**config.mk**
```make
export PLATFORM = sky130hd
export DESIGN_NAME = serial_byte_rx
export DESIGN_NICKNAME = d
export VERILOG_FILES = /design/src/rtl/serial_link_pkg.sv /design/src/rtl/serial_byte_rx_fifo.sv /design/src/rtl/serial_byte_rx.sv
export SDC_FILE = /design/constraint.sdc
export NUM_CORES = 1
export LEC_CHECK = 0
export CORE_UTILIZATION = 30
export CTS_CLUSTER_SIZE = 14
export DETAILED_ROUTE_END_ITERATION = 12
export PLACE_DENSITY_LB_ADDON = 0.3
export SYNTH_ARGS = -nofsm -noshare
export SYNTH_HDL_FRONTEND = slang
export SYNTH_SLANG_ARGS = --single-unit
```
**constraint.sdc**
```tcl
create_clock -name clk -period 6.88 [get_ports clk]
set_clock_uncertainty 0.2 [all_clocks]
set_input_delay 0.688 -clock clk [delete_from_list [all_inputs] [get_ports clk]]
set_output_delay 0.688 -clock clk [all_outputs]
set_load 0.02 [all_outputs]
```
**src/rtl/serial_link_pkg.sv**
```systemverilog
// Shared definitions for the LSB-first 8-bit serial link.
// Contents:
//   BYTE_W       - width of one link byte
//   DEFAULT_SYNC - alignment byte; the serializer also idles on this pattern
//   rx_state_t   - receiver alignment state
package serial_link_pkg;

    localparam int unsigned BYTE_W = 8;

    localparam logic [BYTE_W-1:0] DEFAULT_SYNC = 8'hAA;

    typedef enum logic [1:0] {
        HUNT,
        VERIFY,
        LOCKED
    } rx_state_t;

endpackage

```
**src/rtl/serial_byte_rx_fifo.sv**
```systemverilog
// byte_fifo: synchronous byte FIFO with drop-on-full reporting.
// Ports:
//   clk, reset  - clock, asynchronous active-high reset
//   push        - write push_data unless full (a same-edge pop frees the slot)
//   push_data   - byte to write
//   pop         - remove head entry; ignored when empty
//   head        - registered head entry
//   empty       - FIFO holds no entries
//   level       - occupancy, 0..DEPTH
//   dropped     - single-cycle: a push was refused because the FIFO was full
module byte_fifo
    import serial_link_pkg::*;
#(
    parameter int unsigned DEPTH = 4
) (
    input  logic                    clk,
    input  logic                    reset,
    input  logic                    push,
    input  logic [BYTE_W-1:0]       push_data,
    input  logic                    pop,
    output logic [BYTE_W-1:0]       head,
    output logic                    empty,
    output logic [$clog2(DEPTH):0]  level,
    output logic                    dropped
);

    localparam int unsigned AW = $clog2(DEPTH);

    logic [BYTE_W-1:0] mem_q [DEPTH];
    // Extra MSB on each pointer is the wrap bit separating full from empty.
    logic [AW:0]       wr_ptr_q;
    logic [AW:0]       rd_ptr_q;
    logic              full;
    logic              do_push;
    logic              do_pop;

    assign empty   = (wr_ptr_q == rd_ptr_q);
    assign full    = (wr_ptr_q[AW] != rd_ptr_q[AW]) && (wr_ptr_q[AW-1:0] == rd_ptr_q[AW-1:0]);
    assign level   = wr_ptr_q - rd_ptr_q;
    assign do_pop  = pop && !empty;
    // A pop on the same edge frees the head slot, so a push into a full FIFO still lands.
    assign do_push = push && (!full || do_pop);
    assign dropped = push && !do_push;
    assign head    = mem_q[rd_ptr_q[AW-1:0]];

    always_ff @(posedge clk or posedge reset) begin
        if (reset) begin
            wr_ptr_q <= '0;
            rd_ptr_q <= '0;
            for (int unsigned i = 0; i < DEPTH; i++) begin
                mem_q[i] <= '0;
            end
        end else begin
            if (do_push) begin
                mem_q[wr_ptr_q[AW-1:0]] <= push_data;
                wr_ptr_q                <= wr_ptr_q + 1'b1;
            end
            if (do_pop) begin
                rd_ptr_q <= rd_ptr_q + 1'b1;
            end
        end
    end

endmodule

```
**src/rtl/serial_byte_rx.sv**
```systemverilog
// serial_byte_rx: receive end of the LSB-first serial byte link.
// Hunts for SYNC_WORD, requires SYNC_COUNT further aligned sync bytes to lock,
// then deserializes every byte into a small FIFO with a valid/ready output.
// Ports:
//   clk, reset  - clock, asynchronous active-high reset
//   enable      - bit strobe; in is sampled only when high
//   in          - serial data, LSB first
//   resync      - synchronous pulse back to HUNT (FIFO contents kept)
//   data_out    - FIFO head byte
//   data_valid  - FIFO non-empty
//   data_ready  - consumer accepts head when data_valid && data_ready
//   locked      - receiver is in LOCKED
//   overflow    - sticky: a byte was dropped on a full FIFO
//   fifo_level  - FIFO occupancy
module serial_byte_rx
    import serial_link_pkg::*;
#(
    parameter logic [BYTE_W-1:0] SYNC_WORD  = DEFAULT_SYNC,
    parameter int unsigned       SYNC_COUNT = 2,
    parameter int unsigned       FIFO_DEPTH = 4
) (
    input  logic                         clk,
    input  logic                         reset,
    input  logic                         enable,
    input  logic                         in,
    input  logic                         resync,
    output logic [BYTE_W-1:0]            data_out,
    output logic                         data_valid,
    input  logic                         data_ready,
    output logic                         locked,
    output logic                         overflow,
    output logic [$clog2(FIFO_DEPTH):0]  fifo_level
);

    // Value of sync_cnt on the aligned sync byte that completes lock.
    localparam logic [2:0] SYNC_LAST = 3'(SYNC_COUNT - 1);

    rx_state_t         state_q, state_d;
    logic [BYTE_W-1:0] sr_q, sr_d;
    logic [2:0]        bit_cnt_q, bit_cnt_d;
    logic [2:0]        sync_cnt_q, sync_cnt_d;
    logic              overflow_q, overflow_d;
    logic [BYTE_W-1:0] next_byte;
    logic              push;
    logic              fifo_empty;
    logic              dropped;

    assign next_byte = {in, sr_q[BYTE_W-1:1]};

    always_ff @(posedge clk or posedge reset) begin
        if (reset) begin
            state_q    <= HUNT;
            sr_q       <= '0;
            bit_cnt_q  <= '0;
            sync_cnt_q <= '0;
            overflow_q <= 1'b0;
        end else begin
            state_q    <= state_d;
            sr_q       <= sr_d;
            bit_cnt_q  <= bit_cnt_d;
            sync_cnt_q <= sync_cnt_d;
            overflow_q <= overflow_d;
        end
    end

    always_comb begin
        state_d    = state_q;
        sr_d       = sr_q;
        bit_cnt_d  = bit_cnt_q;
        sync_cnt_d = sync_cnt_q;
        overflow_d = overflow_q | dropped;
        push       = 1'b0;

        if (resync) begin
            // Takes priority over a coincident bit, which is discarded.
            state_d    = HUNT;
            sr_d       = '0;
            bit_cnt_d  = '0;
            sync_cnt_d = '0;
            overflow_d = 1'b0;
        end else if (enable) begin
            sr_d      = next_byte;
            bit_cnt_d = bit_cnt_q + 3'd1;
            unique case (state_q)
                HUNT: begin
                    bit_cnt_d = '0;
                    if (next_byte == SYNC_WORD) begin
                        state_d    = VERIFY;
                        sync_cnt_d = '0;
                    end
                end
                VERIFY: begin
                    if (bit_cnt_q == 3'd7) begin
                        if (next_byte != SYNC_WORD) begin
                            state_d    = HUNT;
                            bit_cnt_d  = '0;
                            sync_cnt_d = '0;
                        end else if (sync_cnt_q == SYNC_LAST) begin
                            state_d = LOCKED;
                        end else begin
                            sync_cnt_d = sync_cnt_q + 3'd1;
                        end
                    end
                end
                LOCKED: begin
                    push = (bit_cnt_q == 3'd7);
                end
                default: begin
                    state_d = HUNT;
                end
            endcase
        end
    end

    byte_fifo #(
        .DEPTH (FIFO_DEPTH)
    ) u_fifo (
        .clk       (clk),
        .reset     (reset),
        .push      (push),
        .push_data (next_byte),
        .pop       (data_ready),
        .head      (data_out),
        .empty     (fifo_empty),
        .level     (fifo_level),
        .dropped   (dropped)
    );

    assign data_valid = !fifo_empty;
    assign locked     = (state_q == LOCKED);
    assign overflow   = overflow_q;

endmodule
```
# After elaboration in Yosys (flattened, before gate mapping)
# Index checks and enable logic that the tools add are counted.
# word_totals
output_inout_bits,14
in_bits,6
ff_bits,55
elab_cells,81
# classes
magnitude_cmp,3
n_addsub,5
n_bitwise,3
eq_ne,14
reduce_logical,14
muxes,31
# op_table
cell,n
8-bit 2-to-1 mux,5
32-bit bitwise mux,1
3-bit 2-to-1 mux,10
8-bit binary-select mux with 2-bit select,1
8-bit demux with 2-bit select,1
"3-bit by 1-bit adder with 3-bit output, second input constant",4
2-bit 2-to-1 mux,6
3-bit one-hot mux with 2 select lines,2
5-bit AND reduction,2
"8-bit == test, second input constant",1
"4-bit inequality test, second input constant",2
"8-bit inequality test, second input constant",1
"3-bit greater-or-equal comparator, second input constant",2
"3-bit inequality test, second input constant",2
2-bit NOT with 3-bit output,2
2-bit one-hot mux with 3 select lines,1
1-bit logical AND,5
1-bit 2-to-1 mux,4
"3-bit by 1-bit == test with 1-bit output, second input constant",1
3-bit == test,1
"3-bit == test, second input constant",1
1-bit zero test,3
"3-bit by 1-bit less-than comparator with 1-bit output, second input constant",1
3-bit nonzero test,1
other kinds (10),10

# Longest topological paths before layout
# logic_depth
word_depth,9
ltp_mapped,8
mapped_depth_nobuf,6

# Cells and area by module
# Synthesis repeated with hierarchy kept, for this count alone.
# unflattened
cells_unflattened,217
hier_area_um2,2758.9
# by_module_without_submodules
mod,seq_area_each_um2,cells_per_inst,area_each_um2,n_inst
byte_fifo,950.9,125,1849.3,1
serial_byte_rx,400.4,92,909.6,1

# Worst setup path after synthesis
# Ideal clock, no wire load.
# synth_path
kind,register to register
startpoint,register u_fifo.rd_ptr_q[1]
endpoint,register u_fifo.mem_q[0] (netlist name)
t_arrival_ns,2.004
setup_ns,0.125
setup_slack_ns,4.551
stages_incl_launch_ff,9
n_path_buf,2
t_required_ns,6.555
path_cell_list,dfrtp_1 -> clkbuf_1 -> inv_1 -> ha_1 -> nand2_1 -> o311a_4 -> buf_12 -> nand2_8 -> mux2_4
# synth_between
elab_chain_len,5
elab_cells_between_ends,8
# synth_lines
item,line,source
start: declaration,serial_byte_rx_fifo.sv:32,logic [AW:0] rd_ptr_q;
start signal: assignment,serial_byte_rx_fifo.sv:59,rd_ptr_q <= rd_ptr_q + 1'b1;
3-bit == test / 2-bit == test (equally long branches),"serial_byte_rx_fifo.sv:37, serial_byte_rx_fifo.sv:38",
1-bit zero test / 1-bit logical AND (equally long branches),"serial_byte_rx_fifo.sv:40, serial_byte_rx_fifo.sv:38",
1-bit logical AND / 1-bit zero test (equally long branches),"serial_byte_rx_fifo.sv:40, serial_byte_rx_fifo.sv:42",
1-bit logical OR (*),serial_byte_rx_fifo.sv:42,assign do_push = push && (!full || do_pop);
1-bit logical AND (*),serial_byte_rx_fifo.sv:42,
end signal: indexed assignment,serial_byte_rx_fifo.sv:55,mem_q[wr_ptr_q[AW-1:0]] <= push_data;
end: declaration,serial_byte_rx_fifo.sv:29,logic [BYTE_W-1:0] mem_q [DEPTH];
# Every way passes the cells marked *; elsewhere a longest branch is shown, timed or not.
# A chain may end at the register's enable or synchronous reset.

# Final worst setup path
# layout_path
startpoint,register u_fifo.rd_ptr_q[0]
endpoint,output port fifo_level[2]
# layout_between
elab_chain_len,1
# layout_lines
item,line,source
3-bit subtractor,serial_byte_rx_fifo.sv:39,assign level = wr_ptr_q - rd_ptr_q;
end: declaration,serial_byte_rx.sv:32,output logic [$clog2(FIFO_DEPTH):0] fifo_level
# Every way passes these cells.

==> metrics.txt <==
status=finished, final reports clean; Final Hold Viols=0; end point of the critical path=fifo_level[2]; total CTS buffers=5; CTS Hold Bufs=0; Max-cap violations=0; CP Max Fanout=11; worst reg2reg endpoint=u_fifo.mem_q[6]$_DFFE_PP0P_; Area contributors post-synth=dfrtp_1 47%, mux2_4 17%, mux4_2 6.3%, ha_1 4.8%, nand2_8 2.8%; routed via count=between 1500 and 2000; min cycle time layout=about 3.4 ns; via-per-instance ratio=roughly 4.5; syn_nets=between 200 and 250; die footprint=between 9000 and 10000 um2; clock root cell=clkbuf_8; WL final=5310 um; CP max-delay cell=dfrtp_1; Die Y=approximately 100 um; grt total ovfl=0; fin. max-slew vios=0; sequential share of the synthesized area=between 40% and 50%; RSZ-0062 raised after global routing=false; Synth area leader=dfrtp_1; Syn. warnings=0; HPWL after DPL=roughly 3600 um; origin of the worst setup path=u_fifo.rd_ptr_q[0]$_DFFE_PP0P_; CP cell instances=ha_1, fa_1, xnor2_1, clkdlybuf4s50_1; first-pass GRT wire length=just under 9000 um; Post-Syn Area=2850 um2; 1st-iter DRT viols=44; nets=between 200 and 250; Fmax achieved=298 MHz; H-tree depth=2; postcts setup bufs=0; Tot Pwr=roughly 0.67 mW; largest net degree at the start of global routing=55; setup TNS=0 ns; FF-to-FF setup slack=~4.4 ns; Core Area=9240 um2; final setup fails=0; Residual DRC=0; Final Cycle Share=48.8%; most common cell after layout, fill and taps aside=dfrtp_1; area grow syn2layout=13.6%; Reg-to-Reg Start=u_fifo.rd_ptr_q[1]$_DFFE_PP0P_; latest clock arrival within the worst-skew pair=roughly 0.32 ns; row count=35; Seq cells post-synth=54; layout cells sized above 1=roughly 26%; share of the synthesized area in the top cell type=between 40% and 50%; post-route antenna net violation count=0; TritonCTS Sinks=54; worst hold path class=reg -> reg; die width=99.5 um; port bufs=19; post-synthesis average cell area=between 10 and 15 um2; initial core utilization=30.8%; GPL Wtd Cong=~0.76; P per Cell Area=~210 nW/um2; GRT Util Overall=between 10% and 20%; CP startpoint kind=register; Pre-antenna DRT Iters=4; commonest non-fill, non-tap cells in the layout=54 x dfrtp_1, 32 x mux2_4, 19 x clkdlybuf4s50_1, 11 x nor2_1, 11 x ha_1; Post-Syn Instances=203; Max clock buf depth=2; PostCTS Resize Cnt=0; CP required=about 6 ns; WS Path Type=reg -> out; max incr delay on CP=~0.65 ns; R2R depth=6; Peak VDD IR=between 70 and 80 uV; Worst setup EP type=primary output; number of inserted diodes=0; Lkg Pwr=roughly 1.5 nW; critical path arrival=2.47 ns; number of distinct library cells after synthesis=40; CTS tree=built; Avg WL per Cell=around 15 um; Slew HR=about half; vias in the first global route=roughly 1700; Worst-path clk slew=roughly 0.1 ns; Slew @ Worst Pin=0.758 ns; num ports=20; initial antenna violation count=0
## logic make-up (layout without fill, tap and decap cells)
logic type | Yosys count | after routing | share of synthesized area, %
xor gates and xnor gates | 7 | 7 | 2.15
AOI/OAI and AO/OA | 17 | 17 | 4.13
DFF | 54 | 54 | 47.4
and+or+nand+nor | 45 | 45 | 11.1
buffers and inverters | 20 | 39 | 3.65
muxes | 48 | 48 | 26.0
adders and majority gates | 12 | 12 | 5.53
## power breakdown
| group | internal (mW) | switching, mW |
|---|---|---|
| Sequential | 0.327 | 0.0393 |
| Combinational | 0.0642 | 0.0542 |
| Clock | 0.0718 | 0.110 |
| Total | 0.463 | 0.204 |
## per-layer routing
layer	up-vias	part of all wire, %	GRT usage [%]
met3	8	2.0	2.18
li1	766	-	-
met5	-	0	0
met1	808	50	16.6
met2	13	47	17.8
met4	0	1.4	3.73
## worst max-delay path, delay by kind of cell, from the launching register on
| kind | cells | cell delay, ns |
|---|---|---|
| DFF | 1 | 0.65 |
| adders and majority gates | 2 | 0.72 |
| buffers and inverters | 1 | 0.62 |
| xor gates and xnor gates | 1 | 0.16 |
## synth_stat cells (all sizes together)
cell type and n:
fa 1, and2b 1, xnor2 7, nor3 2, o21ai 6, a21oi 3
buf 7, ha 11, dfrtp 54, mux4 8, nand4 2, nor3b 1
nand3 4, mux2 33, or3 1, o211ai 1, nand4bb 3, or3b 1
mux2i 7, nor4b 1, nor2b 2, a31oi 3, nand4b 1, clkbuf 2
nor2 11, nor4 3, nand2b 1, inv 11, and3b 1, nand2 10
o22ai 1, o32ai 1, o311a 2
## sequential cells by signal, indices dropped and copies added, names as in the netlist
| register | cells |
|---|---|
| u_fifo.mem_q | 32 |
| sr_q | 7 |
| bit_cnt_q | 3 |
| sync_cnt_q | 3 |
| u_fifo.rd_ptr_q | 3 |
| u_fifo.wr_ptr_q | 3 |
| state_q | 2 |
| overflow | 1 |
## per-stage QoR
stage / area (um2) / hold slack, ns / cells / worst slack [ns] / util, %
5_1_grt: 3240 / 0.319 / 351 / 3.35 / 35.0
3_3_place_gp: 3150 / 0.283 / 343 / 3.73 / 34.0
2_1_floorplan: 2850 / 0.265 / 203 / 4.55 / -
4_1_cts: 3240 / 0.301 / 351 / 3.45 / 35.0
6_report: 3240 / 0.298 / 351 / 3.52 / 35.0
3_5_place_dp: 3150 / 0.282 / 343 / 3.69 / 34.0
## how the worst min path moves through the flow
stage	start	endpoint	cells after the start
3_5_place_dp	u_fifo.rd_ptr_q[2]$_DFFE_PP0P_	u_fifo.rd_ptr_q[2]$_DFFE_PP0P_	1
6_report	u_fifo.rd_ptr_q[2]$_DFFE_PP0P_	u_fifo.rd_ptr_q[2]$_DFFE_PP0P_	1
5_1_grt	u_fifo.wr_ptr_q[2]$_DFFE_PP0P_	u_fifo.wr_ptr_q[2]$_DFFE_PP0P_	1
4_1_cts	u_fifo.rd_ptr_q[2]$_DFFE_PP0P_	u_fifo.rd_ptr_q[2]$_DFFE_PP0P_	1
3_3_place_gp	u_fifo.rd_ptr_q[2]$_DFFE_PP0P_	u_fifo.rd_ptr_q[2]$_DFFE_PP0P_	1
2_1_floorplan	u_fifo.rd_ptr_q[2]$_DFFE_PP0P_	u_fifo.rd_ptr_q[2]$_DFFE_PP0P_	1
## cell type report
class / count / area [um2]
Fill cell: 900 / 6000
Multi-Input combinational cell: 129 / 1390
Sequential cell: 54 / 1350
Timing Repair Buffer: 20 / 198
Tap cell: 129 / 161
Clock buffer: 5 / 68.8
Inverter: 11 / 41.3
Clock inverter: 3 / 21.3
(Power assumes the default switching activity.)
